## src/rtl/pio_multi_pwm_driver.sv

```systemverilog
// Loads a PIO program and configuration image, then feeds duty values to per-SM TX FIFOs.
// Registered outputs, one operation per cycle; duty_ready is high only in RUN, pushes wait on full.
module pio_multi_pwm_driver #(
  parameter int PROG_LEN = 32,
  parameter int CONF_LEN = 11,
  parameter int NUM_SM   = 4,
  parameter int VAL_W    = 8
) (
  input  logic             clk,
  input  logic             n_reset,
  input  logic             start,
  output logic [4:0]       prog_addr,
  input  logic [15:0]      prog_data,
  output logic [4:0]       conf_addr,
  input  logic [37:0]      conf_data,
  input  logic             duty_valid,
  output logic             duty_ready,
  input  logic [1:0]       duty_ch,
  input  logic [VAL_W-1:0] duty_val,
  input  logic [3:0]       full,
  output logic [3:0]       action,
  output logic [31:0]      din,
  output logic [4:0]       index,
  output logic [1:0]       mindex,
  output logic             running,
  output logic             overwrite
);

  typedef enum logic [1:0] {
    IDLE = 2'd0,
    LOAD = 2'd1,
    CONF = 2'd2,
    RUN  = 2'd3
  } state_t;

  localparam logic [4:0] PROG_LAST = 5'(PROG_LEN - 1);
  localparam logic [4:0] CONF_LAST = 5'(CONF_LEN - 1);
  localparam logic [3:0] ACT_NOP   = 4'd0;
  localparam logic [3:0] ACT_INSTR = 4'd1;
  localparam logic [3:0] ACT_PUSH  = 4'd4;

  state_t           state, state_nxt;
  logic [4:0]       cnt, cnt_nxt;

  logic [3:0]       pending;
  logic [VAL_W-1:0] hold [4];
  logic [1:0]       ptr;
  logic             last_vld;
  logic [1:0]       last_ch;

  logic             push_vld;
  logic [1:0]       push_ch;
  logic             wr_acc;

  function automatic logic [1:0] rr_ch(input logic [1:0] base, input int offs);
    return 2'((int'(base) + offs) % NUM_SM);
  endfunction

  always_ff @(posedge clk or negedge n_reset) begin
    if (!n_reset) begin
      state <= IDLE;
      cnt   <= '0;
    end else begin
      state <= state_nxt;
      cnt   <= cnt_nxt;
    end
  end

  always_comb begin
    state_nxt = state;
    cnt_nxt   = cnt;
    if (start) begin
      state_nxt = LOAD;
      cnt_nxt   = '0;
    end else begin
      case (state)
        LOAD: begin
          if (cnt == PROG_LAST) begin
            state_nxt = CONF;
            cnt_nxt   = '0;
          end else begin
            cnt_nxt = cnt + 5'd1;
          end
        end
        CONF: begin
          if (cnt == CONF_LAST) begin
            state_nxt = RUN;
            cnt_nxt   = '0;
          end else begin
            cnt_nxt = cnt + 5'd1;
          end
        end
        default: ;
      endcase
    end
  end

  // Round-robin from ptr; the channel pushed last cycle is skipped because its full flag lags by one.
  always_comb begin
    push_vld = 1'b0;
    push_ch  = '0;
    for (int i = 0; i < NUM_SM; i++) begin
      if (!push_vld && pending[rr_ch(ptr, i)] && !full[rr_ch(ptr, i)] &&
          !(last_vld && last_ch == rr_ch(ptr, i))) begin
        push_vld = 1'b1;
        push_ch  = rr_ch(ptr, i);
      end
    end
    if (state != RUN || start) push_vld = 1'b0;
  end

  assign wr_acc = duty_valid && duty_ready && (state == RUN) && !start &&
                  (int'(duty_ch) < NUM_SM);

  always_ff @(posedge clk or negedge n_reset) begin
    if (!n_reset) begin
      prog_addr  <= '0;
      conf_addr  <= '0;
      action     <= ACT_NOP;
      din        <= '0;
      index      <= '0;
      mindex     <= '0;
      running    <= 1'b0;
      duty_ready <= 1'b0;
      overwrite  <= 1'b0;
      pending    <= '0;
      ptr        <= '0;
      last_vld   <= 1'b0;
      last_ch    <= '0;
      for (int i = 0; i < 4; i++) hold[i] <= '0;
    end else begin
      action     <= ACT_NOP;
      overwrite  <= 1'b0;
      prog_addr  <= (state_nxt == LOAD) ? cnt_nxt : 5'd0;
      conf_addr  <= (state_nxt == CONF) ? cnt_nxt : 5'd0;
      running    <= (state_nxt == RUN);
      duty_ready <= (state_nxt == RUN);
      if (start) begin
        pending  <= '0;
        ptr      <= '0;
        last_vld <= 1'b0;
      end else begin
        case (state)
          LOAD: begin
            action <= ACT_INSTR;
            din    <= {16'b0, prog_data};
            index  <= cnt;
            mindex <= '0;
          end
          CONF: begin
            action <= conf_data[35:32];
            din    <= conf_data[31:0];
            index  <= '0;
            mindex <= conf_data[37:36];
          end
          RUN: begin
            last_vld <= push_vld;
            last_ch  <= push_ch;
            if (push_vld) begin
              action           <= ACT_PUSH;
              din              <= 32'(hold[push_ch]);
              index            <= '0;
              mindex           <= push_ch;
              pending[push_ch] <= 1'b0;
              ptr              <= rr_ch(push_ch, 1);
            end
            // A write landing on the channel being pushed re-arms pending and is not an overwrite.
            if (wr_acc) begin
              hold[duty_ch]    <= duty_val;
              pending[duty_ch] <= 1'b1;
              overwrite        <= pending[duty_ch] && !(push_vld && push_ch == duty_ch);
            end
          end
          default: ;
        endcase
      end
    end
  end

endmodule

```

## config.mk

```make
export PLATFORM = sky130hd
export DESIGN_NAME = pio_multi_pwm_driver
export DESIGN_NICKNAME = d
export VERILOG_FILES = /design/src/rtl/pio_multi_pwm_driver.sv
export SDC_FILE = /design/constraint.sdc
export NUM_CORES = 1
export LEC_CHECK = 0
export CORE_MARGIN = 2
export CORE_UTILIZATION = 46
export DETAILED_ROUTE_END_ITERATION = 16
export GPL_TIMING_DRIVEN = 0
export PLACE_DENSITY = 0.73
export SYNTH_ARGS = -nofsm -noshare
export SYNTH_HDL_FRONTEND = slang
export SYNTH_SLANG_ARGS = --single-unit
```

## constraint.sdc

```tcl
create_clock -name clk -period 3.4 [get_ports clk]
set_input_delay 0.85 -clock clk [delete_from_list [all_inputs] [get_ports clk]]
set_output_delay 0.85 -clock clk [all_outputs]
set_load 0.02 [all_outputs]
```

### After elaboration in Yosys (flattened, before gate mapping)

Cells that the tools add are included.

* memory bits (read-only): 0
* word-level logic and storage cells: 169
* memories kept: 0
* bits in registers: 103
* bits in latches: 0
* RAM bits: 0
* output and inout port bits: 56

* multipliers: 0
* shift operators: 0
* reductions and logical operators: 44
* div/mod/pow operators: 0
* $add $sub $neg: 5
* equal/unequal tests: 15
* muxes and demuxes: 70
* bitwise logic cells: 6
* $lt $le $gt $ge: 11

Operator list (number)
* 32-bit case mux with 3 select lines: 1
* 32-bit bitwise mux: 1
* 32-bit two-way mux: 1
* 5-bit two-way mux: 6
* 4-bit two-way mux: 7
* 8-bit two-way mux: 3
* 1-bit logical AND: 23
* 2-bit two-way mux: 11
* 1-bit two-way mux: 21
* 1-bit binary-select mux with 2-bit select: 9
* 2-bit by 3-bit less-than comparator with 1-bit output (second input constant): 6
* 8-bit binary-select mux with 2-bit select: 1
* 8-bit demux with 2-bit select: 1
* 5-bit case mux with 3 select lines: 1
* 1-bit zero test: 13
* 4-bit case mux with 3 select lines: 1
* 2-bit equality test: 5
* 5-bit case mux with 2 select lines: 1
* 2-bit equality test (second input constant): 4
* 3-bit >= comparator (second input constant): 2
* 2-bit inverter with 3-bit output: 2
* 2-bit case mux with 3 select lines: 1
* 3-bit AND reduction: 2
* 5-bit by 1-bit adder with 5-bit output (second input constant): 1
* 19 further kinds: 27

### Logic depth before layout (Yosys ltp)

Gate-level depths: netlist (run 1).

* depth in word-level cells: 34
* gate-level depth with buffers: 10

### Worst setup path after synthesis (run 1)

OpenSTA, ideal clock, no wires.

* path kind: input-to-reg
* start point: in full[2]
* end point: reg din[1]
* setup slack: 463 ps
* data arrival time: 2851 ps
* path buffers: 2
* library setup time: 86 ps
* required time: 3314 ps
* stages on the path: 9
* path through: or3b_2 > o221a_2 > or3_1 > and4_4 > buf_12 > buf_12 > mux2i_1 > mux2_2 > o221ai_2

* cells in the longest elaborated chain, start to end: 27

Ends and longest elaborated chain
* from (decl): RTL line 20 `input logic [3:0] full,`
* 1-bit binary-select mux with 2-bit select: RTL line 103 `if (!push_vld && pending[rr_ch(ptr, i)] && !full[rr_ch(ptr, i)] &&`
* 1-bit two-way mux (not written as such): RTL line 103
* 1-bit zero test: RTL line 103
* 1-bit logical AND (2 in series): RTL line 103
* 1-bit two-way mux: RTL line 103
* 1-bit zero test: RTL line 103
* 1-bit logical AND (3 in series): RTL line 103
* 1-bit two-way mux: RTL line 103
* [5 not listed]
* 1-bit zero test: RTL line 103
* 1-bit logical AND (3 in series): RTL line 103
* 2-bit two-way mux: RTL line 103
* 2-bit inverter with 3-bit output (not written as such): RTL line 161 `din <= 32'(hold[push_ch]);`
* 8-bit binary-select mux with 2-bit select: RTL line 161
* 8-bit two-way mux (not written as such) (2 in series): RTL line 161
* 32-bit two-way mux: RTL line 159 `if (push_vld) begin`
* 32-bit case mux with 3 select lines: RTL line 143 `case (state)`
* to (signal assigned): RTL line 146 `din <= {16'b0, prog_data};`
* to (signal assigned): RTL line 152 `din <= conf_data[31:0];`
* to (signal assigned): RTL line 161
* to (decl): RTL line 22 `output logic [31:0] din,`

Several ways; a longest one is shown, not always the timed one. The select of a mux whose other input is x is not followed.
A chain may end at the register's enable or synchronous reset.

### Worst setup path after layout (run 1)

* start point: in full[0]
* end point: reg din[31]

* cells in the longest elaborated chain, start to end: 24

Ends and longest elaborated chain
* 1-bit binary-select mux with 2-bit select: RTL line 103
* 1-bit two-way mux (not written as such): RTL line 103
* 1-bit zero test: RTL line 103
* 1-bit logical AND (2 in series): RTL line 103
* 1-bit two-way mux: RTL line 103
* 1-bit zero test: RTL line 103
* 1-bit logical AND (3 in series): RTL line 103
* 1-bit two-way mux: RTL line 103
* 1-bit zero test: RTL line 103
* 1-bit logical AND (3 in series): RTL line 103
* 1-bit two-way mux: RTL line 103
* 1-bit zero test: RTL line 103
* 1-bit logical AND (3 in series): RTL line 103
* 1-bit two-way mux *: RTL line 103
* 1-bit two-way mux *: RTL line 109 `if (state != RUN || start) push_vld = 1'b0;`
* 2-bit != test (no line) *
* 3-bit AND reduction (no line) *

Mark *: on every way between the ends. The rest lies on a longest branch, timed or not. The select of a mux whose other input is x is not followed.

==> results of run 1 <==
[worst paths after layout]
kind	endpoint	start	slack, ns
max in group asynchronous	action[1]	n_reset	2.27
worst max register to register	hold[12]	state[0]	0.39
worst max-delay path	din[31]	full[0]	0.16
worst min register to register	din[9]	din[9]	0.49
worst min-delay path	hold[9]	n_reset	0.40
min in group clk	din[9]	din[9]	0.49
[timing repair]
| action | CTS | global route |
|---|---|---|
| buffers inserted | 0 | 0 |
| resized for setup | 0 | 1 |
| setup endpoints to repair | 0 | 16 |
| hold buffers | 0 | 0 |
| endpoints found under the hold margin | 0 | 0 |
[state kept, by name, indices dropped and copies added, names as in the netlist, 4 cells and up]
register / count
hold: 32
pending: 4
index: 5
action: 4
conf_addr: 5
prog_addr: 5
cnt: 5
din: 32
[routing by layer]
metal,track usage [%],vias up,wire length (um)
li1,-,1951,-
met1,29.05,2036,5671
met2,37.62,80,6460
met3,2.212,20,342
met4,7.875,0,271
met5,0,-,0
[cell type report]
class	instances	area (sq um)	share of cell area (%)
plain buffers	26	160.2	2.383
clock buffers	11	141.4	2.104
clock inverters	5	38.79	0.5772
inverters	13	48.80	0.7261
multi-input cells	325	2302	34.26
flip-flops and latches	103	2577	38.35
well taps	140	175.2	2.607
repair buffers	126	1276	18.99
[report_power, final]
part / internal [mW] / switching [mW]
sequential: 1.28 / 0.0389
combinational: 0.207 / 0.217
clock: 0.294 / 0.427
total: 1.78 / 0.682
[cells in the final DEF, fill, tap and decap left out, types with 10 or more instances in the layout]
master	instances
nand2_1	72
mux2_2	42
clkdlybuf4s50_1	124
mux2i_1	17
clkbuf_1	17
a21oi_1	17
nor2_1	19
inv_1	13
dfrtp_1	103
clkbuf_8	10
o21ai_0	39
a22oi_1	18
[worst reg2reg max path, stage by stage, from the launching register on]
cell and delay [ns]:
dfrtp_1 0.48, ha_1 0.33, inv_1 0.10, nor2_1 0.30
and3_1 0.22, clkbuf_1 0.19, nand2_1 0.08, nor2_1 0.78
mux2_2 0.42
[cells by family after synthesis]
kind of cell,after synthesis,synth area share (%)
AND/OR/NAND/NOR,152,15.47
multiplexers,61,13.53
XOR/XNOR,3,0.6644
flip-flops,103,50.68
AO/OA/AOI/OAI,101,13.63
adder cells (fa/ha/maj),8,1.968
buffers and inverters,39,4.059
==> results.sh, run 1 <==
export IMPL_status="finished, final reports clean"
export IMPL_critical_path_max_stage_delay_ns=0.58
export IMPL_yosys_top_cells_area="dfrtp_1 (51%), mux2_2 (9.3%), nand2_1 (5.3%)"
export IMPL_synth_cell_area_sq_mm=0.005086
export IMPL_dp_final_hpwl_mm=9.625
export IMPL_cts_buffer_depth=2
export IMPL_drive_gt1_share_pct=15.27
export IMPL_place_congestion=0.8386
export IMPL_synthCells=467
export IMPL_max_vdd_ir_drop_v=0.0002097
export IMPL_critPathBufInv=3
export IMPL_coreArea_sq_mm=0.01079
export IMPL_dp_cells=733
export IMPL_path_common_cell="nand2_1"
export IMPL_grt_pass1_vias=4082
export IMPL_yosys_warnings=0
export IMPL_r2r_cells=8
export IMPL_root_buffer="clkbuf_8"
export IMPL_vias_per_cell=5.457
export IMPL_start_util_pct=47.12
export IMPL_worstPathMaxFanout=10
export IMPL_hold_slack_ns=0.4001
export IMPL_relSlewSlack_pct=31.09
export IMPL_synth_top_cell_area_share_pct=50.68
export IMPL_ant_nets=0
export IMPL_synthDistinctLibCells=61
export IMPL_portBuffers=125
export IMPL_required_ns=3.67
export IMPL_nets=684
export IMPL_antennaDiodeCount=0
export IMPL_finalPower_mw=2.460
export IMPL_avgSynthCellArea_sq_um=10.89
export IMPL_row_count=38
export IMPL_worst_pin_slew_ns=1.030
export IMPL_place_area_sq_mm=0.006538
export IMPL_dieArea_sq_mm=0.01191
export IMPL_final_max_slew_viol_count=0
export IMPL_ios=128
export IMPL_hp_class="in -> async"
export IMPL_grt_max_degree=75
export IMPL_layout_cells_non_filler=749
export IMPL_nFillCells=915
export IMPL_fin_skew_ns=0.01611
export IMPL_worstPathArrival_ns=3.51
export IMPL_start_kind="input port"
export IMPL_crit_type="in -> reg"
export IMPL_synth_seq_area_share_pct=50.68
export IMPL_drt_iter0_drc=181
export IMPL_layout_min_cycle_time_ns=3.237
export IMPL_cts_tree="yes"
export IMPL_crit_chain="clkdlybuf4s50_1, and4b_2, or4_1, nand2_1, and3_1, a211o_1, clkbuf_4, buf_2, nand2_1, o21ai_0"
export IMPL_synth_ff_type="dfrtp_1"
export IMPL_routed_wl_mm=12.75
export IMPL_antenna_found_initial=0
export IMPL_die_w_um=109.2
export IMPL_area_growth_pct=32.13
export IMPL_yosysTopAreaCell="dfrtp_1"
export IMPL_clk_pin_slew_ns=0.10
export IMPL_ys_seq_elements=103
export IMPL_clock_sinks=103
export IMPL_synthTopCellsByCount="dfrtp_1 (103), nand2_1 (72), mux2_2 (42)"
export IMPL_power_density_mw_per_mm2=366.1
export IMPL_synth_edf_count=0
export IMPL_firstDrtPassIters=4
export IMPL_drcViolationCount=0
export IMPL_numCtsBuffers=9
export IMPL_wl_per_cell_um=17.02
export IMPL_async_flop_share_pct=100.0
export IMPL_end_kind="flop"
export IMPL_grt_usage_pct=21.99
export IMPL_clk_latency_ns=0.37
export IMPL_finalHoldViolCount=0
export IMPL_clock_fmax_ghz=0.3089
export IMPL_vias=4087
export IMPL_finalSetupTns_ns=0
export IMPL_yosysMostFrequentCell="dfrtp_1"
export IMPL_setup_violations_final=0
export IMPL_setup_slack_ns=0.1631
export IMPL_crit_slowest_cell="or4_1"
export IMPL_grt_pass1_wl_mm=20.27
export IMPL_pre_cts_ws_ns=-0.2598
export IMPL_cts_max_level=3
export IMPL_syn_num_nets=547
export IMPL_cp_num_cells=10
export IMPL_final_util_pct=62.27
export IMPL_chipHeight_um=109.2
export IMPL_maxCapViolCount=0
export IMPL_fin_area_sq_mm=0.006720
export IMPL_path_delay_family="simple AND/OR/NAND/NOR gates"
export IMPL_p_leak_nw=3.017
export IMPL_rsz0062_at_grt="no"
export IMPL_period_share_pct=95.20
export IMPL_grt_ovfl_total=0
Note: power is estimated with default switching activity, not from simulation.
==> run 2, diff against run 1 <==
CORE_UTILIZATION = 49   (was 46)
PLACE_DENSITY = 0.77   (was 0.73)
==> results.sh, run 2 (synthesis gave the netlist of run 1 again) <==
export IMPL_grt_max_degree=70
export IMPL_reg_largest_list="din x32, hold x32"
export IMPL_r2r_start="state[0]"
export IMPL_dieArea_sq_mm=0.01121
export IMPL_start_util_pct=49.94
export IMPL_worstPathArrival_ns=3.54
export IMPL_cts_tree="yes"
export IMPL_fin_area_sq_mm=0.006720
export IMPL_worst_pin_slew_ns=0.9078
export IMPL_max_vdd_ir_drop_v=0.0002159
export IMPL_row_count=37
export IMPL_chipHeight_um=105.9
export IMPL_start_kind="input port"
export IMPL_clk_pin_slew_ns=0.10
export IMPL_layout_min_cycle_time_ns=3.247
export IMPL_final_util_pct=65.98
export IMPL_firstDrtPassIters=4
export IMPL_die_w_um=105.9
export IMPL_cts_max_level=3
export IMPL_finalPower_mw=2.473
export IMPL_grt_usage_pct=23.75
export IMPL_setup_violations_final=0
export IMPL_dp_final_hpwl_mm=9.413
export IMPL_switchingPower_mw=0.6948
export IMPL_final_cell_mix="clkdlybuf4s50_1 (124), dfrtp_1 (103), nand2_1 (72)"
export IMPL_post_cts_buffers=0
export IMPL_drcViolationCount=0
export IMPL_portBuffers=125
export IMPL_clk_latency_ns=0.37
export IMPL_fin_skew_ns=0.008576
export IMPL_end_kind="flop"
export IMPL_wl_met1_mm=5.491
export IMPL_place_area_sq_mm=0.006533
export IMPL_finalHoldViolCount=0
export IMPL_antennaDiodeCount=0
export IMPL_wl_per_cell_um=17.05
export IMPL_routed_wl_mm=12.70
export IMPL_clock_fmax_ghz=0.3080
export IMPL_numCtsBuffers=9
export IMPL_r2r_cells=8
export IMPL_top_layer="met4"
export IMPL_power_density_mw_per_mm2=368.0
export IMPL_p_leak_nw=3.015
export IMPL_area_growth_pct=32.13
export IMPL_clock_sinks=103
export IMPL_crit_type="in -> reg"
export IMPL_cts_buffer_depth=2
export IMPL_drt_iter0_drc=226
export IMPL_wl_met3_um=567
export IMPL_grt_ovfl_total=0
export IMPL_vias_per_cell=5.495
export IMPL_status="finished, final reports clean"
export IMPL_maxCapViolCount=0
export IMPL_vias=4094
export IMPL_rsz0062_at_grt="no"
export IMPL_internal_power_mw=1.779
export IMPL_power_share_clock_pct=29.7
export IMPL_coreArea_sq_mm=0.01018
export IMPL_dr_wl_met2_mm=6.351
export IMPL_reg2reg_slack_ns=0.49
export IMPL_grt_pass1_vias=4192
export IMPL_ios=128
export IMPL_root_buffer="clkbuf_8"
export IMPL_grt_pass1_wl_mm=20.93
export IMPL_worstPathMaxFanout=10
export IMPL_postCtsHoldBufs=0
export IMPL_place_congestion=0.8672
export IMPL_antenna_found_initial=0
export IMPL_hp_class="in -> async"
export IMPL_period_share_pct=95.50
export IMPL_finalSetupTns_ns=0
export IMPL_cts_resized_gates=0
export IMPL_nets=684
export IMPL_worstReg2RegEnd="hold[13]"
export IMPL_required_ns=3.69
export IMPL_p_comb_share_pct=17.0
export IMPL_drive_gt1_share_pct=15.44
export IMPL_power_frac_seq_pct=53.3
export IMPL_final_max_slew_viol_count=0
export IMPL_relSlewSlack_pct=39.26
export IMPL_swShare_pct=28.09
export IMPL_layout_commonest_cell="clkdlybuf4s50_1"
export IMPL_ant_nets=0
==> run 2: cell types whose count changed in the layout (fill, tap and decap cells not counted), sizes merged <==
cell,delta
clkbuf,-2
clkinvlp,+1
buf,+1
==> run 2: power groups by stage <==
stage	registers, mW	logic [mW]	clock network, mW
floorplan	1.39	0.126	0
global placement	1.34	0.410	0
detailed placement	1.34	0.423	0
CTS	1.32	0.424	0.753
global route	1.32	0.457	0.810
finish	1.32	0.420	0.736
==> run 2: worst max path at each step <==
stage | from | to | cells past startpoint | slack [ns]
final | full[0] | din[27] | 10 | 0.15
after detailed placement | full[0] | din[26] | 10 | -0.23
after global placement | n_reset | conf_addr[0] | 1 | -2.22
after CTS | full[0] | din[26] | 10 | 0.15
after floorplan | full[2] | din[1] | 9 | 0.46
after global routing | full[0] | din[22] | 10 | 0.02
==> run 2: per-stage QoR <==
| step | std cells | setup slack (ns) | hold slack, ns |
|---|---|---|---|
| finish | 745 | 0.1531 | 0.4253 |
| global route | 745 | 0.02141 | 0.4405 |
| CTS | 745 | 0.1517 | 0.4285 |
| detailed placement | 729 | -0.2271 | 0.4700 |
| global placement | 728 | -2.223 | 0.4631 |
| floorplan | 467 | 0.4632 | 0.4787 |
==> run 2: critical path, stage by stage <==
cell and delay [ns]:
clkdlybuf4s50_1 0.51, and4b_2 0.25, or4_1 0.58, nand2_1 0.13, and3_1 0.21, a211o_1 0.25
buf_2 0.33, buf_2 0.27, nand2_1 0.08, o21ai_0 0.07
==> run 2: layout make-up <==
type,instances,area (sq um)
repair buffers,126,1276
plain buffers,26,157.7
clock buffers,10,137.6
clock inverters,6,50.05
well taps,136,170.2
multi-input cells,325,2302
flip-flops and latches,103,2577
inverters,13,48.80
fillers,817,3465
==> run 2: layer usage <==
metal / up-vias / global-route usage [%]
met2: 99 / 39.40
met5: - / 0
met4: 0 / 8.177
met1: 2025 / 31.99
met3: 22 / 3.587
li1: 1948 / -
==> RTL change: new RTL, flow settings as in run 1 <==
`VAL_W`: 8 -> 6.
--- a/src/rtl/pio_multi_pwm_driver.sv
+++ b/src/rtl/pio_multi_pwm_driver.sv
@@ -6,3 +6,3 @@
   parameter int NUM_SM   = 4,
-  parameter int VAL_W    = 8
+  parameter int VAL_W    = 6
 ) (
Ports: changed (resized duty_val); port bits go from 128 to 126. No check against the original RTL was run, so the function may have changed too.
==> RTL change against run 1 <==
- routed wire length up 2.0%
- maximum frequency is 2.1% lower
- clock power is 5.0% lower
- count of clock-buffer cells in the layout stayed put
- synthesized cell count rose by 3.0%
- area after synthesis down 6.8%
- clock skew decreased by 0.0064 ns
- worst setup slack got worse by 0.071 ns
- design area down 5.4%
- sequential power shrank 8%
- worst hold slack got worse by 0.020 ns
- final cell count is 1.2% higher
- sequential cell count shrank 8
- total power fell by 5.8%
==> RTL change: results (changes against run 1) <==
- Reg2Reg Depth: 11 (+3)
- Peak supply drop: 0.274 mV (+31%)
- Cts hold-fix bufs: 0 (unchanged)
- CP max stage cell: clkdlybuf4s50_1
- Synth top cells by count: dfrtp_1 (95), nand2_1 (76), o21ai_0 (45), nor2_1 (25), inv_1 (23)
- Post-detail-place hpwl: 9660 microns (+0.31%)
- Largest net degree at the start of global routing: 73 (-2.7%)
- IO buf count: 122 (-2.4%)
- Biggest regs: din x32, hold x24
- Root buf cell: clkbuf_8
- CTS clk-pin slew, worst paths: 0.09 ns
- Fillcell total: 876 (-4.3%)
- Placed Area: 0.00616 sq mm (-5.8%)
- GRT Overall Usage: 0.244 (+0.0240)
- Drt first pass iters: 4 (unchanged)
- Layout cells sized above 1: 0.101 (-0.0514)
- Hold Crit Class: in2async
- R2R Path Start: ptr[1]
- H-tree levels: 3 (unchanged)
- Initial antenna violation count: 0 (unchanged)
- Cell variety after synth: 55 (-9.8%)
- Arrival time at the worst endpoint: 3.57 ns (+0.06 ns)
- CP Launch Point: full[1]
- FFs w/ async S/R, synth: 1.00 (unchanged)
- Worst-path fanout max: 10 (unchanged)
- Seq/Total Area, Yosys: 0.501 (-0.00531)
- Final nets: 695 (+1.6%)
- Global-route wire length before repair: 21300 microns (+5.1%)
- Clk_skew: 0.00968 ns (-0.00643 ns)
- Via-to-Cell Ratio: 5.49 (+0.58%)
- Status: finished clean
- Global placement routability congestion: 0.833 (-0.68%)
- Reg2reg setup slack: 0.21 ns (-0.18 ns)
- Dpl ws: -0.487 ns (-0.227 ns)
- Final worst-path cycle share: 0.973 (+0.0208)
- Routed WL per cell: 17.2 microns (+0.82%)
- Worst skew pair latency: 0.37 ns (about the same)
- N_diodes: 0 (unchanged)
- Clk buf depth: 2 (unchanged)
- Yosys warns: 0 (unchanged)
- Crit-path max cell delay: 0.50 ns (-0.08 ns)
- Leakage: 2.81 nW (-6.9%)
- Initial DRC Count: 204 (+13%)
- Total nets after synthesis: 559 (+2.2%)
- CTS Buf Count: 9 (unchanged)
- Area contributors post-synth: dfrtp_1 (50%), nand2_1 (6.0%), o21ai_0 (4.8%)
- Number of global-route vias before repair: 4277 (+4.8%)
- FF-to-FF End: din[2]
- Max_slew headroom: 0.289 (-0.0218)
## RTL change: changes by cell type after synthesis, moves of 8 or more
| cell | run 1 | this run |
|---|---|---|
| mux2_2 | 42 | 18 |
| mux2i_1 | 17 | 2 |
| o211ai_1 | 1 | 15 |
| o211a_1 | 0 | 13 |
| inv_1 | 13 | 23 |
| dfrtp_1 | 103 | 95 |
| nor3_1 | 6 | 14 |
## RTL change: worst max path at each step
stage and to:
6_report din[2], 5_1_grt din[8], 4_1_cts din[0], 3_5_place_dp din[2]
3_3_place_gp overwrite, 2_1_floorplan din[5]
## RTL change: area by class of cell
cell class	instances	area, sq um	area share
sequential	95	2380	0.374
tap	136	170	0.0268
clock inverter	5	33.8	0.00531
buffer	30	141	0.0222
multi-input combinational	331	2140	0.336
clock buffer	11	141	0.0222
inverter	25	93.8	0.0148
timing repair buffer	125	1260	0.198
## RTL change: kinds of logic (layout without fill, tap and decap cells)
family | count (synthesis) | after routing | share of synthesized area
xor+xnor | 5 | 5 | 0.00924
compound gates | 133 | 133 | 0.196
mux | 24 | 24 | 0.0641
fa+ha+maj | 8 | 8 | 0.0211
buf+inv | 55 | 196 | 0.0491
flops | 95 | 95 | 0.501
simple gates | 161 | 161 | 0.159
## RTL change: repair_timing
item / CTS / global route
setup endpoints to repair: 6 / 23
resized for setup: 2 / 5
pin swaps: 1 / 0
buffers inserted: 2 / 0
## RTL change: through the flow
| step | instances | hold WS (ns) |
|---|---|---|
| after global placement | 739 | 0.463 |
| final | 758 | 0.381 |
| after floorplan | 481 | 0.479 |
| after global routing | 758 | 0.390 |
| after CTS | 758 | 0.379 |
| after detailed placement | 740 | 0.470 |
## RTL change: worst max-delay path: cells and delay by family
kind	cells	cell delay [ns]
buffers and inverters	3	0.94
AND/OR/NAND/NOR	4	0.88
AO/OA/AOI/OAI	3	0.61
multiplexers	1	0.29
## RTL change: layer usage
layer | wire length (microns) | GRT usage
met1 | 5640 | 0.323
met2 | 6400 | 0.397
met3 | 626 | 0.0371
met4 | 341 | 0.111
met5 | 0 | 0
## RTL change: where the power goes
part	total, mW	internal, mW	switching [mW]
combinational	0.417	0.204	0.213
clock	0.685	0.285	0.400
sequential	1.21	1.18	0.0343
total	2.32	1.67	0.647
